$ cat src/rtl/sub_pkg.sv
// Shared constants for the bit-serial subtractor: default width, FSM encoding,
// and the bit-counter width helper.
package sub_pkg;

    localparam int unsigned SUB_WIDTH = 8;

    localparam logic [0:0] IDLE = 1'b0;
    localparam logic [0:0] RUN  = 1'b1;

    // Counter must reach WIDTH itself, hence the extra bit.
    function automatic int unsigned cnt_width(input int unsigned w);
        return $clog2(w) + 1;
    endfunction

endpackage

$ cat src/rtl/serial_subtractor_8bit_if.sv
// Start/done handshake and operand/result bus of the serial subtractor.
// Ovf exists only when SUB_OVERFLOW_EN is defined.
interface serial_subtractor_8bit_if #(
    parameter int unsigned WIDTH = sub_pkg::SUB_WIDTH
);
    logic             start;
    logic [WIDTH-1:0] A;
    logic [WIDTH-1:0] B;
    logic             busy;
    logic             done;
    logic [WIDTH-1:0] Diff;
    logic             Bout;
`ifdef SUB_OVERFLOW_EN
    logic             Ovf;
`endif

    modport master (
        output start, A, B,
`ifdef SUB_OVERFLOW_EN
        input  Ovf,
`endif
        input  busy, done, Diff, Bout
    );

    modport slave (
        input  start, A, B,
`ifdef SUB_OVERFLOW_EN
        output Ovf,
`endif
        output busy, done, Diff, Bout
    );

endinterface

$ cat src/rtl/full_subtractor_1bit.sv
// Combinational 1-bit full subtractor cell: Diff = A - B - Bin, Bout = borrow out.
module full_subtractor_1bit (
    input  logic A,
    input  logic B,
    input  logic Bin,
    output logic Diff,
    output logic Bout
);

    assign Diff = A ^ B ^ Bin;
    assign Bout = (~A & B) | (~(A ^ B) & Bin);

endmodule

$ cat src/rtl/serial_subtractor_8bit.sv
// Bit-serial A - B subtractor, LSB first, one bit per clock, registered borrow.
// Define SUB_OVERFLOW_EN to add the signed-overflow output Ovf.
module serial_subtractor_8bit
    import sub_pkg::*;
#(
    parameter int unsigned WIDTH = SUB_WIDTH
) (
    input logic                    clk,
    input logic                    rst_n,
    serial_subtractor_8bit_if.slave bus
);

    localparam int unsigned   CW   = cnt_width(WIDTH);
    localparam logic [CW-1:0] LAST = CW'(WIDTH - 1);

    logic [0:0]       state_q, state_n;
    logic [CW-1:0]    cnt_q, cnt_n;
    logic [WIDTH-1:0] a_q, a_n;
    logic [WIDTH-1:0] b_q, b_n;
    logic [WIDTH-1:0] res_q, res_n;
    logic             borrow_q, borrow_n;
    logic [WIDTH-1:0] diff_q, diff_n;
    logic             bout_q, bout_n;
    logic             done_q, done_n;
`ifdef SUB_OVERFLOW_EN
    logic             ma_q, ma_n;
    logic             mb_q, mb_n;
    logic             ovf_q, ovf_n;
`endif

    logic cell_d;
    logic cell_bo;

    full_subtractor_1bit u_cell (
        .A    (a_q[0]),
        .B    (b_q[0]),
        .Bin  (borrow_q),
        .Diff (cell_d),
        .Bout (cell_bo)
    );

    // State and datapath registers
    always_ff @(posedge clk or negedge rst_n) begin
        if (!rst_n) begin
            state_q  <= IDLE;
            cnt_q    <= '0;
            a_q      <= '0;
            b_q      <= '0;
            res_q    <= '0;
            borrow_q <= 1'b0;
            diff_q   <= '0;
            bout_q   <= 1'b0;
            done_q   <= 1'b0;
`ifdef SUB_OVERFLOW_EN
            ma_q     <= 1'b0;
            mb_q     <= 1'b0;
            ovf_q    <= 1'b0;
`endif
        end else begin
            state_q  <= state_n;
            cnt_q    <= cnt_n;
            a_q      <= a_n;
            b_q      <= b_n;
            res_q    <= res_n;
            borrow_q <= borrow_n;
            diff_q   <= diff_n;
            bout_q   <= bout_n;
            done_q   <= done_n;
`ifdef SUB_OVERFLOW_EN
            ma_q     <= ma_n;
            mb_q     <= mb_n;
            ovf_q    <= ovf_n;
`endif
        end
    end

    // Next-state and datapath control
    always_comb begin
        state_n  = state_q;
        cnt_n    = cnt_q;
        a_n      = a_q;
        b_n      = b_q;
        res_n    = res_q;
        borrow_n = borrow_q;
        diff_n   = diff_q;
        bout_n   = bout_q;
        done_n   = 1'b0;
`ifdef SUB_OVERFLOW_EN
        ma_n     = ma_q;
        mb_n     = mb_q;
        ovf_n    = ovf_q;
`endif

        case (state_q)
            IDLE: begin
                if (bus.start) begin
                    state_n  = RUN;
                    a_n      = bus.A;
                    b_n      = bus.B;
                    cnt_n    = '0;
                    borrow_n = 1'b0;
`ifdef SUB_OVERFLOW_EN
                    ma_n     = bus.A[WIDTH-1];
                    mb_n     = bus.B[WIDTH-1];
`endif
                end
            end
            RUN: begin
                a_n      = a_q >> 1;
                b_n      = b_q >> 1;
                res_n    = {cell_d, res_q[WIDTH-1:1]};
                borrow_n = cell_bo;
                cnt_n    = cnt_q + CW'(1);
                // Last bit: publish the full result and the final borrow together.
                if (cnt_q == LAST) begin
                    state_n = IDLE;
                    done_n  = 1'b1;
                    diff_n  = {cell_d, res_q[WIDTH-1:1]};
                    bout_n  = cell_bo;
`ifdef SUB_OVERFLOW_EN
                    ovf_n   = (ma_q ^ mb_q) & (ma_q ^ cell_d);
`endif
                end
            end
            default: state_n = IDLE;
        endcase
    end

    assign bus.busy = (state_q == RUN);
    assign bus.done = done_q;
    assign bus.Diff = diff_q;
    assign bus.Bout = bout_q;
`ifdef SUB_OVERFLOW_EN
    assign bus.Ovf  = ovf_q;
`endif

endmodule

$ cat src/flat_wrapper.sv
// flat-port wrapper written by rule: the top's interface ports become plain ports
module serial_subtractor_8bit_flat import sub_pkg::*;
#(
    parameter int unsigned WIDTH = SUB_WIDTH
)
  (clk, rst_n, bus_start, bus_A, bus_B, bus_busy, bus_done, bus_Diff, bus_Bout);
  serial_subtractor_8bit_if #(.WIDTH(WIDTH)) bus_i ();
  input logic clk;
  input logic rst_n;
  input wire logic [$bits(bus_i.start)-1:0] bus_start;
  input wire logic [$bits(bus_i.A)-1:0] bus_A;
  input wire logic [$bits(bus_i.B)-1:0] bus_B;
  output wire logic [$bits(bus_i.busy)-1:0] bus_busy;
  output wire logic [$bits(bus_i.done)-1:0] bus_done;
  output wire logic [$bits(bus_i.Diff)-1:0] bus_Diff;
  output wire logic [$bits(bus_i.Bout)-1:0] bus_Bout;
  assign bus_i.start = bus_start;
  assign bus_i.A = bus_A;
  assign bus_i.B = bus_B;
  assign bus_busy = bus_i.busy;
  assign bus_done = bus_i.done;
  assign bus_Diff = bus_i.Diff;
  assign bus_Bout = bus_i.Bout;
  serial_subtractor_8bit #(.WIDTH(WIDTH)) u_core (.clk(clk), .rst_n(rst_n), .bus(bus_i));
endmodule
$ cat config.mk
export PLATFORM = sky130hd
export DESIGN_NAME = serial_subtractor_8bit_flat
export DESIGN_NICKNAME = d
export VERILOG_FILES = /design/src/rtl/sub_pkg.sv /design/src/rtl/serial_subtractor_8bit_if.sv /design/src/rtl/full_subtractor_1bit.sv /design/src/rtl/serial_subtractor_8bit.sv /design/src/flat_wrapper.sv
export SDC_FILE = /design/constraint.sdc
export NUM_CORES = 1
export LEC_CHECK = 0
export CAP_MARGIN = 10
export CORE_MARGIN = 5
export CORE_UTILIZATION = 40
export CTS_BUF_LIST = sky130_fd_sc_hd__clkbuf_4 sky130_fd_sc_hd__clkbuf_8
export DETAILED_ROUTE_END_ITERATION = 8
export PLACE_DENSITY_LB_ADDON = 0.08
export SYNTH_ARGS = -nofsm -noshare
export SYNTH_HDL_FRONTEND = slang
export SYNTH_HIERARCHICAL = 1
export SYNTH_SLANG_ARGS = --single-unit
$ cat constraint.sdc
create_clock -name clk -period 1.6 [get_ports clk]
set_input_delay 0.32 -clock clk [delete_from_list [all_inputs] [get_ports clk]]
set_output_delay 0.32 -clock clk [all_outputs]
set_load 0.01 [all_outputs]
==> results by group <==
Finish
  – ANT cells: 0
  – Final instance area: between 2000 and 2500 um2
  – Non-Filler Instances: roughly 210
  – Area Growth Syn to Fin: 28.8%
  – Layout cells sized above 1: 0.191
  – Commonest cells after routing, fill and taps aside: dfrtp_1 (39), clkdlybuf4s50_1 (28), mux2_2 (17)
  – Most common cell after layout, fill and taps aside: dfrtp_1
  – Layout Nets: between 150 and 200
  – Fill count: 355

Power and ir drop
  – Internal: about 0.0026 W
  – Max VDD drop: approximately 0.90 mV
  – Comb pwr share: 0.369
  – Sw Pwr: about 0.0011 W
  – Leakage power: between 0.9 and 1 nW
  – Flop pwr share: 0.438
  – Sw frac: 0.304
  – P per Cell Area: 1770 nW/um2
  – Clock power frac: 0.193

Critical path
  – WP depth: 1
  – Startpoint Class: flop
  – Max stage delay cell, worst path: clkdlybuf4s50_1
  – Worst path buffer plus inverter count: 1
  – Worst Path Required: approximately 1300 ps
  – Crit path kind: flop to output port
  – Crit-path cells: clkdlybuf4s50_1
  – Crit-path max cell delay: 550 ps
  – Critical Path End Type: output port
  – Crit-path max FO: 3
  – R2R depth: 3
  – Crit path max-delay family: buffers and inverters
  – CP Data Arrival Time: 1190 ps

Clock network
  – Post-CTS resize count: 0
  – Post-CTS Setup Inserts: 0
  – TritonCTS clock tree: yes
  – Clock sinks: 39
  – Reg clk slew, reported paths: ~70 ps
  – Clk Latency, worst-skew pair: about 280 ps
  – Hold Buf Count CTS: 1
  – Root Buffer: clkbuf_8
  – Num CTS Buffers: 5
  – CTS HTree Levels: 2
  – CTS max path bufs: 2

Synth
  – Cells after Synth: 127
  – Avg Cell Area, Syn: ~13 um2
  – Mapped cell area: between 1500 and 2000 um2
  – Yosys cell types: 19
  – Syn_nets: around 150
  – Seq/Total Area, Yosys: 0.594
  – Seq cells post-synth: 39
  – Yosys warning total: 6

Min path
  – Hold Crit Class: flop to flop
  – Min-Delay Path Depth: 2

Timing
  – Final period utilization: 0.945
  – Worst slew pin tran: 386 ps
  – Tmin final: roughly 1500 ps
  – Setup TNS after final layout: 0 ps
  – Clock Skews: 3.83 ps
  – Slew margin rel.: 0.742
  – Peak Freq: around 0.66 GHz
  – Hold Fails Final Rpt: 0
  – RSZ-0062 raised after global routing: false
  – Final worst slack: 87.3 ps
  – Setup Viol. Count Final: 0
  – Max Slew Vio Count: 0
  – Worst hold slack: about 480 ps

Detailed routing
  – Routed vias: about 1.0k
  – Drc violations: 0
  – Drt wl/cell: approximately 14 um
  – Vias per cell: between 4 and 5
  – DRT iter0 DRCs: 58
  – Pre-Repair DR Iteration Count: 4
  – Final ANT Viol Nets: 0
  – DRT Wirelength: roughly 2900 um

GRT
  – Largest net degree at the start of global routing: 28
  – GRT Total Usage: 0.119
  – Grt total ovfl: 0
  – Global-route wire length before repair: ~4900 um
  – Initial antenna violation count: 0
  – Vias in the first global route: between 1k and 1.5k

Floorplanning
  – Cell row count: 23
  – Starting Density: 0.411
  – Full die area: ~5500 um2
  – Area of the core: around 4000 um2
  – IO Count: 30
  – Die H: between 70 and 80 um
  – Die X-Extent: 74.1 um

Place
  – DP Cell Count: 203
  – Dpl hpwl: just over 2000 um
  – Setup WS pre-CTS: roughly 70 ps
  – Port bufs: 29
  – GPL Wtd Cong: between 0.7 and 0.8
  – Area post-placement: 2000 um2

Flow run
  – Max-cap violation count: 0

Outcome
  – Status: completed
## stage by stage
step	util	power (W)
after detailed placement	0.501	0.00307
after global routing	0.530	0.00404
after floorplan	-	0.00253
after global placement	0.501	0.00303
after CTS	0.530	0.00383
final	0.530	0.00376
## routing by layer
layer,track usage,wire [um],part of all wire
met3,0.0459,182,0.063
met2,0.199,1410,0.49
met1,0.137,1290,0.44
met5,0,0,0
met4,0.0483,20,0.0069
## flip-flops by register name, summed over array words and instances (netlist names)
signal / flops
u_core/a_q: 8
u_core/b_q: 8
u_core/bus.Diff: 8
u_core/res_q: 7
u_core/cnt_q: 4
u_core/borrow_q: 1
u_core/bus.Bout: 1
u_core/bus.busy: 1
u_core/bus.done: 1
## synthesized netlist by cell type
cell | number | area, um2
mux2i_1 | 16 | 160
nand2_1 | 15 | 56.3
buf_4 | 2 | 15.0
nand4b_4 | 1 | 23.8
ha_1 | 1 | 12.5
buf_6 | 1 | 11.3
inv_1 | 4 | 15.0
xor2_1 | 1 | 8.76
dfrtp_1 | 39 | 976
mux2_2 | 17 | 191
clkbuf_1 | 3 | 11.3
nor2_1 | 4 | 15.0
fa_1 | 1 | 20.0
a22o_1 | 3 | 26.3
nand3_1 | 1 | 5.00
buf_2 | 1 | 5.00
o21ai_0 | 15 | 75.1
or2b_1 | 1 | 7.51
xnor2_1 | 1 | 8.76
## cell families (layout without fill, tap and decap cells)
family,after synthesis,in the layout,share of synthesized area
AND/OR/NAND/NOR,22,22,0.0654
flip-flops,39,39,0.594
multiplexers,33,33,0.214
adder cells (fa/ha/maj),2,2,0.0198
AO/OA/AOI/OAI,18,18,0.0616
buffers and inverters,11,46,0.0350
XOR/XNOR,2,2,0.0107
## path summary, 6_finish.rpt
| path | startpoint | to | slack [ps] |
|---|---|---|---|
| max in group asynchronous | rst_n | u_core/bus.busy$_DFF_PN0_ | 660 |
| min reg2reg | u_core/a_q[3]$_DFFE_PN0P_ | u_core/a_q[2]$_DFFE_PN0P_ | 480 |
| min in group asynchronous | rst_n | u_core/bus.Diff[6]$_DFFE_PN0P_ | 490 |
| max | u_core/bus.busy$_DFF_PN0_ | bus_busy | 90 |
| max reg2reg | u_core/cnt_q[0]$_DFFE_PN0P_ | u_core/bus.Diff[7]$_DFFE_PN0P_ | 260 |
| min | u_core/a_q[3]$_DFFE_PN0P_ | u_core/a_q[2]$_DFFE_PN0P_ | 480 |
## cell type report
cell class	count	area [um2]	share of cell area
clock buffer	8	104	0.0490
inverter	4	15.0	0.00709
sequential	39	976	0.461
timing repair buffer	34	350	0.165
multi-input combinational	77	611	0.288
tap	50	62.6	0.0295
## worst min-delay path, cell delays in order, from the launching register on
cell and delay (ps):
dfrtp_1 340, nand2_1 50, o21ai_0 60
## power groups by stage
stage          clock [W]  combinational [W]  sequential [W]
2_1_floorplan          0           0.000852         0.00168
3_3_place_gp           0            0.00136         0.00166
3_5_place_dp           0            0.00140         0.00167
4_1_cts         0.000761            0.00141         0.00165
5_1_grt         0.000806            0.00153         0.00171
6_report        0.000726            0.00139         0.00164
Note: power is estimated with default switching activity, not from simulation.
